--- config.mk ---
export PLATFORM = sky130hd
export DESIGN_NAME = regfile_decoded
export DESIGN_NICKNAME = d
export VERILOG_FILES = /design/src/rtl/regfile_decoded.sv
export SDC_FILE = /design/constraint.sdc
export NUM_CORES = 1
export LEC_CHECK = 0
export BUFFER_PORTS_ARGS = -buffer_cell sky130_fd_sc_hd__buf_2
export CAP_MARGIN = 20
export CORE_AREA = 2 2 158 199
export DETAILED_ROUTE_END_ITERATION = 8
export DIE_AREA = 0 0 160 201
export PLACE_DENSITY = 0.58
export SLEW_MARGIN = 20
export SYNTH_ARGS = -nofsm -noshare
export SYNTH_HDL_FRONTEND = slang
export SYNTH_SLANG_ARGS = --single-unit
--- constraint.sdc ---
create_clock -name clk -period 3.1 [get_ports clk]
set_input_delay 0.155 -clock clk [delete_from_list [all_inputs] [get_ports clk]]
set_output_delay 0.155 -clock clk [all_outputs]
set_load 0.05 [all_outputs]
--- src/rtl/regfile_decoded.sv ---
// Multi-read, single-write register file with one-hot write decoder,
// optional zero register, optional write bypass and sequenced clear engine.
module regfile_decoded #(
    parameter int DATA_W   = 32,
    parameter int ADDR_W   = 3,
    parameter int NUM_RD   = 2,
    parameter int ZERO_REG = 1,
    parameter int BYPASS   = 1
) (
    input  logic                     clk,
    input  logic                     rst_n,
    input  logic                     we,
    input  logic [ADDR_W-1:0]        waddr,
    input  logic [DATA_W-1:0]        wdata,
    input  logic [NUM_RD*ADDR_W-1:0] raddr,
    output logic [NUM_RD*DATA_W-1:0] rdata,
    input  logic                     clr_req,
    output logic                     busy,
    output logic [2**ADDR_W-1:0]     wsel_oh
);

    localparam int DEPTH = 2**ADDR_W;
    localparam logic [ADDR_W-1:0] LAST = ADDR_W'(DEPTH - 1);

    typedef enum logic {
        S_IDLE,
        S_CLEAR
    } state_t;

    state_t              r_state;
    state_t              w_state_nxt;
    logic [ADDR_W-1:0]   r_cnt;
    logic [ADDR_W-1:0]   w_cnt_nxt;
    logic [DATA_W-1:0]   r_mem [DEPTH];
    logic                w_busy;
    logic                w_wr_ok;
    logic [DEPTH-1:0]    w_wsel;

    assign w_busy  = (r_state == S_CLEAR);
    assign w_wr_ok = we & ~w_busy;
    assign busy    = w_busy;
    assign wsel_oh = w_wsel;

    always_comb begin
        w_wsel = '0;
        if (w_wr_ok) begin
            w_wsel[waddr] = 1'b1;
        end
        if (ZERO_REG != 0) begin
            w_wsel[0] = 1'b0;
        end
    end

    always_ff @(posedge clk or negedge rst_n) begin
        if (!rst_n) begin
            r_state <= S_IDLE;
            r_cnt   <= '0;
        end else begin
            r_state <= w_state_nxt;
            r_cnt   <= w_cnt_nxt;
        end
    end

    // Exit is an explicit compare against the last index, never overflow.
    always_comb begin
        w_state_nxt = r_state;
        w_cnt_nxt   = r_cnt;
        unique case (r_state)
            S_IDLE: begin
                if (clr_req) begin
                    w_state_nxt = S_CLEAR;
                    w_cnt_nxt   = '0;
                end
            end
            S_CLEAR: begin
                if (r_cnt == LAST) begin
                    w_state_nxt = S_IDLE;
                    w_cnt_nxt   = '0;
                end else begin
                    w_cnt_nxt = r_cnt + 1'b1;
                end
            end
            default: begin
                w_state_nxt = S_IDLE;
                w_cnt_nxt   = '0;
            end
        endcase
    end

    always_ff @(posedge clk or negedge rst_n) begin
        if (!rst_n) begin
            for (int k = 0; k < DEPTH; k++) begin
                r_mem[k] <= '0;
            end
        end else begin
            for (int k = 0; k < DEPTH; k++) begin
                if (w_busy && (r_cnt == ADDR_W'(k))) begin
                    r_mem[k] <= '0;
                end else if (w_wsel[k]) begin
                    r_mem[k] <= wdata;
                end
            end
        end
    end

    for (genvar gi = 0; gi < NUM_RD; gi++) begin : g_rd
        logic [ADDR_W-1:0] w_ra;
        logic [DATA_W-1:0] w_rd;

        assign w_ra = raddr[gi*ADDR_W +: ADDR_W];

        // Later assignments take priority: zero reg beats bypass beats storage.
        always_comb begin
            w_rd = r_mem[w_ra];
            if ((BYPASS != 0) && w_wsel[w_ra]) begin
                w_rd = wdata;
            end
            if ((ZERO_REG != 0) && (w_ra == '0)) begin
                w_rd = '0;
            end
        end

        assign rdata[gi*DATA_W +: DATA_W] = w_rd;
    end

endmodule

==> flow_metrics.py <==
metrics = {
    "timing": {
        "hold_viol_final": 0,
        "slew_headroom_pct": 55.40,
        "min_period_ns": 2.947,
        "skew_ns": 0.01033,
        "finalSetupViolations": 0,
        "setup_tns_ns": 0,
        "min_period_over_period_pct": 95.05,
        "fmax_mhz": 339.4,
        "finalMaxSlewViolations": 0,
        "worst_pin_slew_ns": 0.6690,
        "rsz0062_at_grt": "no",
    },
    "logic_synthesis": {
        "synthDistinctLibCells": 43,
        "synth_most_common_cell": "dfrtp_1",
        "seq_area_frac_synth_pct": 45.57,
        "synth_edf_count": 0,
        "synth_common_cells": "228 x dfrtp_1, 224 x a22o_1, 65 x clkbuf_1, 65 x nor2_1",
        "synth_top_area_share_pct": 45.57,
        "avgSynthCellArea_um2": 12.07,
        "syn_inst": 1037,
        "synthArstFlopShare_pct": 100.0,
        "synth-main-ff-cell": "dfrtp_1",
        "ys_ff_latch": 228,
        "syn-num-nets": 1088,
        "synth_area_leaders": "dfrtp_1 46%, a22o_1 16%, mux4_2 12%",
        "yosysWarnings": 0,
        "syn_area_mm2": 0.01252,
        "synth_top_area_cell": "dfrtp_1",
    },
    "floorplan": {
        "die_y_um": 201,
        "ios": 118,
        "dieArea_mm2": 0.03216,
        "core_mm2": 0.03045,
        "rows": 72,
        "die_width_um": 160,
        "initial_core_util_pct": 41.12,
    },
    "power_and_ir_drop": {
        "powerDensity_mw_per_mm2": 855.7,
        "p_int_mw": 7.891,
        "p_sw_mw": 4.691,
        "comb_power_share_pct": 37.1,
        "clockPowerShare_pct": 23.7,
        "ir_drop_mv": 0.3950,
        "power_switching_share_pct": 37.28,
        "total_leakage_power_nw": 6.782,
        "pwr-share-seq_pct": 39.2,
        "total_power_mw": 12.58,
    },
    "cts": {
        "clkTransAtPathRegs_ns": 0.06,
        "clkSinkCount": 228,
        "post_cts_buffers": 0,
        "cts_resized": 0,
        "ctsHoldBuffers": 29,
        "worstSkewPairLatency_ns": 0.54,
        "clock_path_buffers": 3,
        "numCtsBuffers": 25,
        "h-tree-depth": 1,
        "cts_root_buf": "clkbuf_16",
        "cts_tree": "built",
    },
    "grt": {
        "grt_pass1_wl_mm": 65.14,
        "grt_usage_pct": 26.15,
        "grt_max_degree": 80,
        "grt_pass1_vias": 10290,
        "antenna_found_initial": 0,
        "overflow": 0,
    },
    "worst_setup_path": {
        "cp_slowest_stage_delay_ns": 0.70,
        "crit_fanout": 20,
        "path_cells": "o41a_1 -> a21oi_4 -> buf_4 -> a221o_1 -> buf_2",
        "required_ns": 2.94,
        "arrival_ns": 2.79,
        "cp_slowest_cell": "o41a_1",
        "start_kind": "flop",
        "crit_path_end_kind": "output pin",
        "path_class": "flop to output pin",
    },
    "finish": {
        "synthToLayoutAreaGrowth_pct": 17.44,
        "final_nets": 1168,
        "drive_above_1_share_pct": 30.25,
        "stdcell_area_mm2": 0.01470,
        "n_antenna_cell": 0,
    },
    "hold_path": {
        "hp-class": "input pin to flop",
    },
    "drt": {
        "avgViaCountPerCell": 6.450,
        "ant_nets": 0,
        "route.detailed.drc": 0,
        "via_count": 9940,
        "drt_iter0_drc": 993,
        "first_pass_iters": 5,
        "wl_per_cell_um": 27.24,
        "routed_wirelength_mm": 41.97,
    },
    "placement": {
        "numPortBuffers": 116,
        "gp_congestion": 0.7814,
        "place_hpwl_mm": 24.38,
        "dpl_cell_area_mm2": 0.01363,
    },
    "run_status": {
        "outcome": "finished, final reports clean",
    },
    "flow_run": {
        "cap_violations": 0,
    },
}
power by group through the flow:
| stage | logic [mW] | clock network (mW) | registers, mW |
|---|---|---|---|
| detailed placement | 4.64 | 0 | 4.90 |
| floorplan | 3.51 | 0 | 4.65 |
| finish | 4.67 | 2.98 | 4.93 |
| CTS | 4.68 | 3.01 | 4.89 |
| global route | 4.97 | 3.14 | 5.06 |
| global placement | 4.58 | 0 | 4.89 |
layout make-up:
| cell class | instances | area (um2) |
|---|---|---|
| Clock buffer | 38 | 704.4 |
| Clock inverter | 6 | 80.08 |
| Fill cell | 2824 | 15750 |
| Inverter | 7 | 26.28 |
| Multi-Input combinational cell | 666 | 6396 |
| Sequential cell | 228 | 5705 |
| Tap cell | 407 | 509.2 |
| Timing Repair Buffer | 189 | 1281 |
path summary, 6_finish.rpt:
check	startpoint	end	slack, ns	depth (start not counted)
max	busy	rdata[51]	0.15	5
min	wdata[12]	r_mem[172]	0.01	2
max reg2reg	busy	r_mem[81]	0.64	6
min reg2reg	r_mem[39]	r_mem[39]	0.51	1
max in group asynchronous	rst_n	r_mem[17]	2.05	3
min in group asynchronous	rst_n	r_mem[131]	0.17	2
per-stage QoR:
stage / hold slack, ns / setup WS, ns / utilization [%] / std cells
global placement: 0.1580 / 0.6332 / 44.76 / 1468
CTS: 0.0006291 / 0.1402 / 48.29 / 1541
finish: 0.01394 / 0.1534 / 48.29 / 1541
global route: 0.02537 / 0.05445 / 48.29 / 1541
detailed placement: 0.1615 / 0.6181 / 44.76 / 1468
floorplan: -0.1406 / 0.4797 / - / 1037
cells by family (layout without fill, tap and decap cells):
family,after synthesis,in the layout,synth area share (%)
xor gates and xnor gates,4,4,0.2798
and+or+nand+nor,154,154,5.876
muxes,161,161,19.92
DFF,228,228,45.57
adders and majority gates,6,6,0.5996
AOI/OAI and AO/OA,340,340,22.87
other,1,1,0.02995
buffers and inverters,143,240,4.857
cells in the final DEF, fill, tap and decap left out, types with 2 or more instances in the layout:
cell type and count:
dlygate4sd3_1 29, mux2i_1 32, bufinv_16 2, ha_1 6
nand2b_1 4, nor3_2 2, clkbuf_1 10, a221oi_1 31
a31oi_4 5, a221o_1 33, clkinv_2 4, xor2_1 4
nand2_1 36, mux2_2 64, mux4_2 64, o21ai_0 33
buf_12 5, nand3b_1 2, buf_4 42, clkbuf_8 3
inv_1 7, a21oi_4 3, o31ai_1 2, a21oi_1 2
nor2_4 2, dfrtp_1 228, nor2b_4 3, nor3b_1 2
clkbuf_16 25, buf_2 112, and2_1 32, o22ai_1 2
a22o_1 224, nor2_1 63
registers in the layout (all words and copies together), names as in the netlist:
register and flops:
r_cnt 3, busy 1, r_mem 224
metal layers:
metal,global-route usage [%],routed length (um)
met2,43.52,20600
met1,35.76,17810
met3,3.409,2490
met4,8.237,1074
met5,0,0
critical path, delay by kind of cell, from the launching register on:
| family | cells | cell delay (ns) |
|---|---|---|
| buffers and inverters | 2 | 0.59 |
| flip-flops | 1 | 0.47 |
| AO/OA/AOI/OAI | 3 | 1.18 |
Power figures use the tool's default switching activity.
